## config.mk

```make
export PLATFORM = sky130hd
export DESIGN_NAME = score_scale_rowmax_norm
export DESIGN_NICKNAME = d
export VERILOG_FILES = /design/src/rtl/score_scale_rowmax_norm.sv
export SDC_FILE = /design/constraint.sdc
export NUM_CORES = 1
export LEC_CHECK = 0
export ABC_AREA = 1
export BUFFER_PORTS_ARGS = -buffer_cell sky130_fd_sc_hd__buf_4
export CAP_MARGIN = 10
export CORE_ASPECT_RATIO = 1.4
export CORE_MARGIN = 1
export CORE_UTILIZATION = 56
export DETAILED_ROUTE_END_ITERATION = 8
export PLACE_DENSITY = 0.75
export SETUP_SLACK_MARGIN = 0.3
export SLEW_MARGIN = 10
export SYNTH_ARGS = -nofsm -noshare
export SYNTH_HDL_FRONTEND = slang
export SYNTH_SLANG_ARGS = --single-unit
```

## constraint.sdc

```tcl
create_clock -name clk -period 2.9 [get_ports clk]
set_clock_uncertainty 0.15 [all_clocks]
set_input_delay 0.58 -clock clk [delete_from_list [all_inputs] [get_ports clk]]
set_output_delay 0.58 -clock clk [all_outputs]
set_load 0.01 [all_outputs]
```

## src/rtl/score_scale_rowmax_norm.sv

```systemverilog
// score_scale_rowmax_norm: scale 4x4 FP32 scores, subtract row max, stream out.
// Define SCORE_SCALE_EN to multiply each score by SCALE before the max search.

`ifdef SCORE_SCALE_EN
module multiplier (
  input  logic        clk,
  input  logic        rst,
  input  logic [31:0] input_a,
  input  logic        input_a_stb,
  output logic        input_a_ack,
  input  logic [31:0] input_b,
  input  logic        input_b_stb,
  output logic        input_b_ack,
  output logic [31:0] output_z,
  output logic        output_z_stb,
  input  logic        output_z_ack
);
  logic [31:0] a, b, z;
  logic        have_a, have_b;
  logic [47:0] p;
  logic [23:0] m;
  logic [24:0] mr;
  logic [9:0]  e;
  logic        g, s, sign;
  logic        unused_bits;

  assign input_a_ack = ~have_a & ~output_z_stb;
  assign input_b_ack = ~have_b & ~output_z_stb;
  assign unused_bits = ^{mr[23], e[8]};

  // Normal operands only; subnormals and underflow flush to signed zero.
  always_comb begin
    sign = a[31] ^ b[31];
    p = {1'b1, a[22:0]} * {1'b1, b[22:0]};
    e = {2'b00, a[30:23]} + {2'b00, b[30:23]} - 10'd127;
    if (p[47]) begin
      m = p[47:24];
      g = p[23];
      s = |p[22:0];
      e = e + 10'd1;
    end else begin
      m = p[46:23];
      g = p[22];
      s = |p[21:0];
    end
    mr = {1'b0, m} + {24'd0, g & (s | m[0])};
    if (mr[24]) begin
      mr = mr >> 1;
      e = e + 10'd1;
    end
    if (a[30:23] == 8'd0 || b[30:23] == 8'd0 || e[9] || e == 10'd0)
      z = {sign, 31'd0};
    else
      z = {sign, e[7:0], mr[22:0]};
  end

  always_ff @(posedge clk or posedge rst) begin
    if (rst) begin
      a <= '0;
      b <= '0;
      have_a <= 1'b0;
      have_b <= 1'b0;
      output_z <= '0;
      output_z_stb <= 1'b0;
    end else begin
      if (input_a_stb && input_a_ack) begin
        a <= input_a;
        have_a <= 1'b1;
      end
      if (input_b_stb && input_b_ack) begin
        b <= input_b;
        have_b <= 1'b1;
      end
      if (have_a && have_b) begin
        output_z <= z;
        output_z_stb <= 1'b1;
        have_a <= 1'b0;
        have_b <= 1'b0;
      end else if (output_z_stb && output_z_ack) begin
        output_z_stb <= 1'b0;
      end
    end
  end
endmodule
`endif

module adder (
  input  logic        clk,
  input  logic        rst,
  input  logic [31:0] input_a,
  input  logic        input_a_stb,
  output logic        input_a_ack,
  input  logic [31:0] input_b,
  input  logic        input_b_stb,
  output logic        input_b_ack,
  output logic [31:0] output_z,
  output logic        output_z_stb,
  input  logic        output_z_ack
);
  logic [31:0] a, b, z;
  logic        have_a, have_b;
  logic [7:0]  ea, eb, ed;
  logic [26:0] xa, xb, big, sml, sh;
  logic [27:0] sum;
  logic [24:0] mr;
  logic [9:0]  e;
  logic [4:0]  lz;
  logic        swap, sign, lost, nz, g, s;
  logic        unused_bits;

  assign input_a_ack = ~have_a & ~output_z_stb;
  assign input_b_ack = ~have_b & ~output_z_stb;
  assign unused_bits = ^{mr[23], e[8]};

  // Guard/round/sticky alignment, then RNE; exact zero is +0 unless both -0.
  always_comb begin
    ea = a[30:23];
    eb = b[30:23];
    xa = (ea == 8'd0) ? 27'd0 : {1'b1, a[22:0], 3'b000};
    xb = (eb == 8'd0) ? 27'd0 : {1'b1, b[22:0], 3'b000};
    swap = {eb, xb} > {ea, xa};
    big = swap ? xb : xa;
    sml = swap ? xa : xb;
    ed = swap ? eb - ea : ea - eb;
    e = {2'b00, swap ? eb : ea};
    sign = swap ? b[31] : a[31];
    sh = (ed > 8'd26) ? 27'd0 : (sml >> ed);
    lost = (ed > 8'd26) ? |sml : |(sml & ((27'd1 << ed) - 27'd1));
    sh[0] = sh[0] | lost;
    if (a[31] == b[31])
      sum = {1'b0, big} + {1'b0, sh};
    else
      sum = {1'b0, big} - {1'b0, sh};
    nz = |sum;
    if (sum[27]) begin
      sum = {1'b0, sum[27:2], sum[1] | sum[0]};
      e = e + 10'd1;
    end
    lz = '0;
    for (int k = 0; k < 27; k++)
      if (sum[k]) lz = 5'(26 - k);
    sum = sum << lz;
    e = e - {5'd0, lz};
    g = sum[2];
    s = sum[1] | sum[0];
    mr = {1'b0, sum[26:3]} + {24'd0, g & (s | sum[3])};
    if (mr[24]) begin
      mr = mr >> 1;
      e = e + 10'd1;
    end
    if (!nz || e[9] || e == 10'd0)
      z = {a[31] & b[31], 31'd0};
    else
      z = {sign, e[7:0], mr[22:0]};
  end

  always_ff @(posedge clk or posedge rst) begin
    if (rst) begin
      a <= '0;
      b <= '0;
      have_a <= 1'b0;
      have_b <= 1'b0;
      output_z <= '0;
      output_z_stb <= 1'b0;
    end else begin
      if (input_a_stb && input_a_ack) begin
        a <= input_a;
        have_a <= 1'b1;
      end
      if (input_b_stb && input_b_ack) begin
        b <= input_b;
        have_b <= 1'b1;
      end
      if (have_a && have_b) begin
        output_z <= z;
        output_z_stb <= 1'b1;
        have_a <= 1'b0;
        have_b <= 1'b0;
      end else if (output_z_stb && output_z_ack) begin
        output_z_stb <= 1'b0;
      end
    end
  end
endmodule

module score_scale_rowmax_norm #(
  parameter logic [31:0] SCALE = 32'h3DB504F3
) (
  input  logic         clk,
  input  logic         rst,
  input  logic         start,
  output logic [3:0]   score_rd_addr,
  output logic         score_rd_en,
  input  logic [31:0]  score_rd_data,
  output logic [31:0]  out_data,
  output logic [3:0]   out_idx,
  output logic         out_valid,
  input  logic         out_ready,
  output logic [127:0] rowmax_flat,
  output logic         busy,
  output logic         done
);
  typedef enum logic [3:0] {
    IDLE, RD, RD_WAIT, CAP, MUL_GO, MUL_WAIT,
    UPD, SUB_GO, SUB_WAIT, EMIT
  } state_t;

  state_t      state, state_nx;
  logic [1:0]  i, j;
  logic        start_d, start_p, fp_rst;
  logic [31:0] raw, scl, rmax;
  logic [31:0] scaled [4];
  logic        add_a_stb, add_b_stb;
  logic        add_a_ack, add_b_ack;
  logic        add_z_stb;
  logic [31:0] add_z;

  assign start_p = start & ~start_d;
  assign score_rd_en = (state == RD);
  assign score_rd_addr = {i, j};
  assign rmax = rowmax_flat[32*i +: 32];

  function automatic logic fp_gt(input logic [31:0] x, input logic [31:0] y);
    logic r;
    if (x[30:0] == 31'd0 && y[30:0] == 31'd0)
      r = 1'b0;
    else if (x[31] != y[31])
      r = ~x[31];
    else if (!x[31])
      r = x[30:0] > y[30:0];
    else
      r = x[30:0] < y[30:0];
    return r;
  endfunction

`ifdef SCORE_SCALE_EN
  logic        mul_a_stb, mul_b_stb;
  logic        mul_a_ack, mul_b_ack;
  logic        mul_z_stb;
  logic [31:0] mul_z, prod;

  assign scl = prod;

  multiplier u_mul (
    .clk          (clk),
    .rst          (fp_rst),
    .input_a      (raw),
    .input_a_stb  (mul_a_stb),
    .input_a_ack  (mul_a_ack),
    .input_b      (SCALE),
    .input_b_stb  (mul_b_stb),
    .input_b_ack  (mul_b_ack),
    .output_z     (mul_z),
    .output_z_stb (mul_z_stb),
    .output_z_ack (1'b1)
  );

  always_ff @(posedge clk or negedge rst) begin
    if (!rst) begin
      mul_a_stb <= 1'b0;
      mul_b_stb <= 1'b0;
      prod <= '0;
    end else begin
      if (state == MUL_GO) begin
        mul_a_stb <= 1'b1;
        mul_b_stb <= 1'b1;
      end else begin
        if (mul_a_stb && mul_a_ack) mul_a_stb <= 1'b0;
        if (mul_b_stb && mul_b_ack) mul_b_stb <= 1'b0;
      end
      if (state == MUL_WAIT && mul_z_stb) prod <= mul_z;
    end
  end
`else
  logic unused_scale;

  assign scl = raw;
  assign unused_scale = ^SCALE;
`endif

  // Subtract via addition of the sign-flipped row max.
  adder u_add (
    .clk          (clk),
    .rst          (fp_rst),
    .input_a      (scaled[j]),
    .input_a_stb  (add_a_stb),
    .input_a_ack  (add_a_ack),
    .input_b      ({~rmax[31], rmax[30:0]}),
    .input_b_stb  (add_b_stb),
    .input_b_ack  (add_b_ack),
    .output_z     (add_z),
    .output_z_stb (add_z_stb),
    .output_z_ack (1'b1)
  );

  always_ff @(posedge clk or negedge rst) begin
    if (!rst) fp_rst <= 1'b1;
    else      fp_rst <= 1'b0;
  end

  always_ff @(posedge clk or negedge rst) begin
    if (!rst) state <= IDLE;
    else      state <= state_nx;
  end

  always_comb begin
    state_nx = state;
    unique case (state)
      IDLE:     if (start_p) state_nx = RD;
      RD:       state_nx = RD_WAIT;
      RD_WAIT:  state_nx = CAP;
`ifdef SCORE_SCALE_EN
      CAP:      state_nx = MUL_GO;
      MUL_GO:   state_nx = MUL_WAIT;
      MUL_WAIT: if (mul_z_stb) state_nx = UPD;
`else
      CAP:      state_nx = UPD;
`endif
      UPD:      state_nx = (j == 2'd3) ? SUB_GO : RD;
      SUB_GO:   state_nx = SUB_WAIT;
      SUB_WAIT: if (add_z_stb) state_nx = EMIT;
      EMIT: begin
        if (out_ready) begin
          if (j != 2'd3)      state_nx = SUB_GO;
          else if (i != 2'd3) state_nx = RD;
          else                state_nx = IDLE;
        end
      end
      default:  state_nx = IDLE;
    endcase
  end

  always_ff @(posedge clk or negedge rst) begin
    if (!rst) begin
      start_d <= 1'b0;
      i <= '0;
      j <= '0;
      raw <= '0;
      for (int k = 0; k < 4; k++) scaled[k] <= '0;
      rowmax_flat <= '0;
      out_data <= '0;
      out_idx <= '0;
      out_valid <= 1'b0;
      busy <= 1'b0;
      done <= 1'b0;
      add_a_stb <= 1'b0;
      add_b_stb <= 1'b0;
    end else begin
      start_d <= start;
      done <= 1'b0;
      if (add_a_stb && add_a_ack) add_a_stb <= 1'b0;
      if (add_b_stb && add_b_ack) add_b_stb <= 1'b0;
      unique case (state)
        IDLE: begin
          if (start_p) begin
            busy <= 1'b1;
            i <= '0;
            j <= '0;
          end
        end
        CAP: raw <= score_rd_data;
        UPD: begin
          scaled[j] <= scl;
          if (j == 2'd0 || fp_gt(scl, rmax))
            rowmax_flat[32*i +: 32] <= scl;
          j <= j + 2'd1;
        end
        SUB_GO: begin
          add_a_stb <= 1'b1;
          add_b_stb <= 1'b1;
        end
        SUB_WAIT: begin
          if (add_z_stb) begin
            out_data <= add_z;
            out_idx <= {i, j};
            out_valid <= 1'b1;
          end
        end
        EMIT: begin
          if (out_ready) begin
            out_valid <= 1'b0;
            j <= j + 2'd1;
            if (j == 2'd3) begin
              i <= i + 2'd1;
              if (i == 2'd3) begin
                done <= 1'b1;
                busy <= 1'b0;
              end
            end
          end
        end
        default: ;
      endcase
    end
  end
endmodule
```

==> impl_metrics.ini, run 1 <==
[logic_synthesis]
synth_cells = 4160
synth_cell_type_count = 72
synthFlopType = dfrtp_1
ys_ff_latch = 438
ys_seq_area_frac = 0.3692
synth_top_area_frac = 0.3683
syn_avg_cell_area_um2 = 7.137
syn_area_mm2 = 0.02969
syn_nets = 4314
async_reset_ff_frac = 1.000
yosysTopAreaCell = dfrtp_1
yosys-top-cells-area = dfrtp_1, nand2_1, o21ai_0
yosys_warnings = 0
synth_edf_count = 0

[sta]
worst_endpoint_kind = sequential cell input
postGrtWorstEndpoint = u_add.output_z[3]$_DFFE_PP0P_/D

[global_route]
gr-total-overflow = 138
grt_max_degree = 67
track_usage = 0.7677

[die]
ios = 208
die_x_um = 196.6
die_y_um = 274.4
start_util = 0.5680
rows = 99

[placed_design]
routabilityCongestion = 1.021
dp_hpwl_um = 80150
dp_cells = 5846
dp_slack_ns = -8.635
io_buffers = 207

[cts]
cts_made_buffers = 39
ctsHtreeMaxLevel = 2
clockBufferDepth = 3
cts.sinks = 438
clockRootBuffer = clkbuf_16

[run_status]
error = [ERROR GRT-0232] Routing congestion too high. Check the congestion heatmap in the GUI.
haltStage = global routing
status = stopped before the end
## routing by layer
metal / global-route usage / overflow
met5: 0.4237 / 5
met2: 0.9297 / 51
met4: 0.7854 / 63
met3: 0.6330 / 14
met1: 0.7400 / 5
## synth_stat cells, drive strengths merged, types with 4 or more instances
master	count
a211oi	6
a21o	5
a21oi	193
a31oi	11
buf	50
clkbuf	178
clkinv	8
dfrtp	437
fa	4
ha	114
inv	442
mux2	10
nand2	1007
nand3	393
nand4	117
nor2	366
nor3	31
nor4	9
o211ai	12
o21ai	603
o22ai	41
o31ai	4
or2	6
xnor2	21
xor2	66
## stage by stage
step / area [um2] / TNS [ns] / utilization / hold slack, ns
after floorplan: 30510 / -284.42 / - / 0.1344
after global placement: 39160 / -374.74 / 0.7492 / 0.2815
after detailed placement: 39160 / -393.31 / 0.7492 / 0.2900
after CTS: 42510 / -393.84 / 0.8132 / 0.1131
## cells by family after synthesis
kind of cell,count (synthesis),share of synthesized area
flops,438,0.3692
fa+ha+maj,118,0.05074
other cells,1,0.0001263
xor+xnor,87,0.02566
compound gates,892,0.1596
buf+inv,679,0.1004
simple gates,1935,0.2905
mux,10,0.003793
## what timing repair did
item / CTS
gates cloned: 20
gates resized for setup: 223
setup buffers: 85
setup endpoints to repair: 160
pin swaps: 102
hold buffers: 2
endpoints found under the hold margin: 51
==> run 2, diff against run 1 <==
--- a/config.mk
+++ b/config.mk
@@ -8,12 +8,10 @@
 export ABC_AREA = 1
 export BUFFER_PORTS_ARGS = -buffer_cell sky130_fd_sc_hd__buf_4
 export CAP_MARGIN = 10
-export CORE_ASPECT_RATIO = 1.4
 export CORE_MARGIN = 1
-export CORE_UTILIZATION = 56
+export CORE_UTILIZATION = 40
 export DETAILED_ROUTE_END_ITERATION = 8
-export PLACE_DENSITY = 0.75
-export SETUP_SLACK_MARGIN = 0.3
+export PLACE_DENSITY_LB_ADDON = 0.15
 export SLEW_MARGIN = 10
 export SYNTH_ARGS = -nofsm -noshare
 export SYNTH_HDL_FRONTEND = slang
==> constraint.sdc (replaced) <==
create_clock -name clk -period 3.8 [get_ports clk]
set_clock_uncertainty 0.15 [all_clocks]
set_input_delay 0.76 -clock clk [delete_from_list [all_inputs] [get_ports clk]]
set_output_delay 0.76 -clock clk [all_outputs]
set_load 0.01 [all_outputs]
==> run 2 against run 1 <==
Against the previous run:
- the flow now finishes, with violations (negative setup slack)
- synthesized cell count did not move
- area after synthesis did not move
==> impl_metrics.ini, run 2 <==
[layout]
fin_util = 0.5721
final_nets = 5237
synthToLayoutAreaGrowth_pct = 41.06
reg.largest.list = rowmax_flat: 128 flops, scaled: 128 flops
antenna_cells = 0
fillCellCount = 6918
final_cell_mix = buf_4, nand2_1, o21ai_0, dfrtp_1, inv_1
final_common_cell = buf_4
layout-drive-gt1-share = 0.3204
layoutNonFillerInstCount = 6080

[placed_design]
io_buffers = 207
dp_cells = 5870
dp_hpwl_um = 80770
routabilityCongestion = 0.9428

[cts]
cts_tree = built
cts_made_buffers = 48
clk_latency_ns = 0.60
cts.sinks = 438
path_clk_slew_ns = 0.06
ctsHtreeMaxLevel = 2
clockBufferDepth = 3
clockRootBuffer = clkbuf_16

[critical_path]
path_common_cell = buf_4
worst-path-max-fanout = 8
max_stage_delay_ns = 0.36
cp.required_ns = 4.12
cp-end-kind = flip-flop
crit_family = simple AND/OR/NAND/NOR gates
crit_type = flip-flop to flip-flop
arrival_ns = 11.75
path_buf_inv = 30
critPathSlowestCell = dfrtp_1
crit_path_start_kind = flip-flop

[routing]
postRouteWirelength_um = 110700
drc_errors = 0
wire_per_inst_um = 18.21
via_per_inst = 5.275
dr.pass1.iters = 5
dr_wl_met3_um = 6432
ant_nets = 0
met1Wirelength_um = 48120
vias = 32070
drtIter0Drc = 2663
top_layer_used = met5
wl_met2_um = 51700

[sta]
fin_crit_sh = 3.008
max_slew_margin = 0.07394
fin_ws_ns = -7.630
fmax_mhz = 87.49
rsz0062_at_grt = yes
final_max_slew_viol_count = 0
hold_violations = 0
tightest_slew_ns = 1.384
setup_viol_count_final = 80
fin_crit_ns = 11.43

[logic_synthesis]
ys_seq_area_frac = 0.3692
syn_area_mm2 = 0.02969
yosysMostFrequentCell = nand2_1
synth_commonest_cells = nand2_1, o21ai_0, dfrtp_1
synth_top_area_frac = 0.3683
ys_ff_latch = 438
synth_cells = 4160
synthFlopType = dfrtp_1
yosys_warnings = 0
yosysTopAreaCell = dfrtp_1
syn_nets = 4314
syn_avg_cell_area_um2 = 7.137
async_reset_ff_frac = 1.000
yosys-top-cells-area = dfrtp_1, nand2_1, o21ai_0
synth_cell_type_count = 72
synth_edf_count = 0

[die]
ios = 208
die_x_um = 274.4
dieArea_mm2 = 0.07532
start_util = 0.4056
core_mm2 = 0.07321
die_y_um = 274.4
rows = 99

[run_status]
violations = negative setup slack
status = complete, but fails checks

[flow_run]
maxCapViolCount = 0

[global_route]
antenna_found_initial = 1
grt_max_degree = 76
grt_pass1_wl_um = 168600
track_usage = 0.2836
gr-total-overflow = 0
grt_pass1_vias = 30500

[min_path]
hp-class = input port to flip-flop
## run 2: cell counts after synthesis
No cell type changed its count.
## run 2: final cells by class
type / instances / area (um2) / area share
clock buffer: 66 / 1420 / 0.03391
clock inverter: 22 / 310.3 / 0.007409
inverter: 450 / 1720 / 0.04108
multi-input combinational: 3043 / 17200 / 0.4107
sequential: 438 / 10970 / 0.2619
tap: 959 / 1200 / 0.02865
timing repair buffer: 1100 / 9047 / 0.2160
timing repair inverter: 2 / 13.76 / 0.0003286
## run 2: metrics by stage
| stage | hold WS [ns] | area (um2) | TNS (ns) | setup slack [ns] |
|---|---|---|---|---|
| floorplan | 0.2950 | 29880 | -224.30 | -7.084 |
| CTS | 0.1150 | 40280 | -235.19 | -7.400 |
| finish | 0.1418 | 41880 | -246.09 | -7.630 |
| global placement | 0.3115 | 37520 | -244.31 | -7.662 |
| detailed placement | 0.3156 | 37520 | -251.77 | -7.824 |
| global route | 0.1152 | 41880 | -288.73 | -8.470 |
## run 2: kinds of logic after synthesis
group | after synthesis | share of synthesized area
fa+ha+maj | 118 | 0.05074
simple gates | 1935 | 0.2905
mux | 10 | 0.003793
xor+xnor | 87 | 0.02566
buf+inv | 679 | 0.1004
other cells | 1 | 0.0001263
flops | 438 | 0.3692
compound gates | 892 | 0.1596
## run 2: routing by layer
layer  up-vias  track usage
met3       236      0.03196
met2      1087       0.4704
met4         2      0.09196
met1     15140       0.3845
met5         -            0
li1      15610            -
## run 2: timing repair
item                                    CTS  global route
resized for setup                       142           308
pin swaps                                51           100
setup buffers                            60            46
hold buffers                              1             0
endpoints found under the hold margin    42             0
endpoints found under the setup margin  148           160
gates cloned                              5            13
## run 2: final timing paths
kind	to	slack (ns)	start	cells after the start
worst max-delay path	u_add.output_z[22]	-7.63	u_add.a[27]	89
worst min-delay path	start_d	0.14	start	1
worst max register to register	u_add.output_z[22]	-7.63	u_add.a[27]	89
worst min register to register	u_add.output_z[28]	0.28	fp_rst	1
max in group asynchronous	scaled[18]	2.01	rst	3
min in group asynchronous	u_add.output_z[28]	0.28	fp_rst	1
Power of run 2 is not shown: default switching activity piles up to over one toggle a cycle in this logic, so the estimate is an artifact.
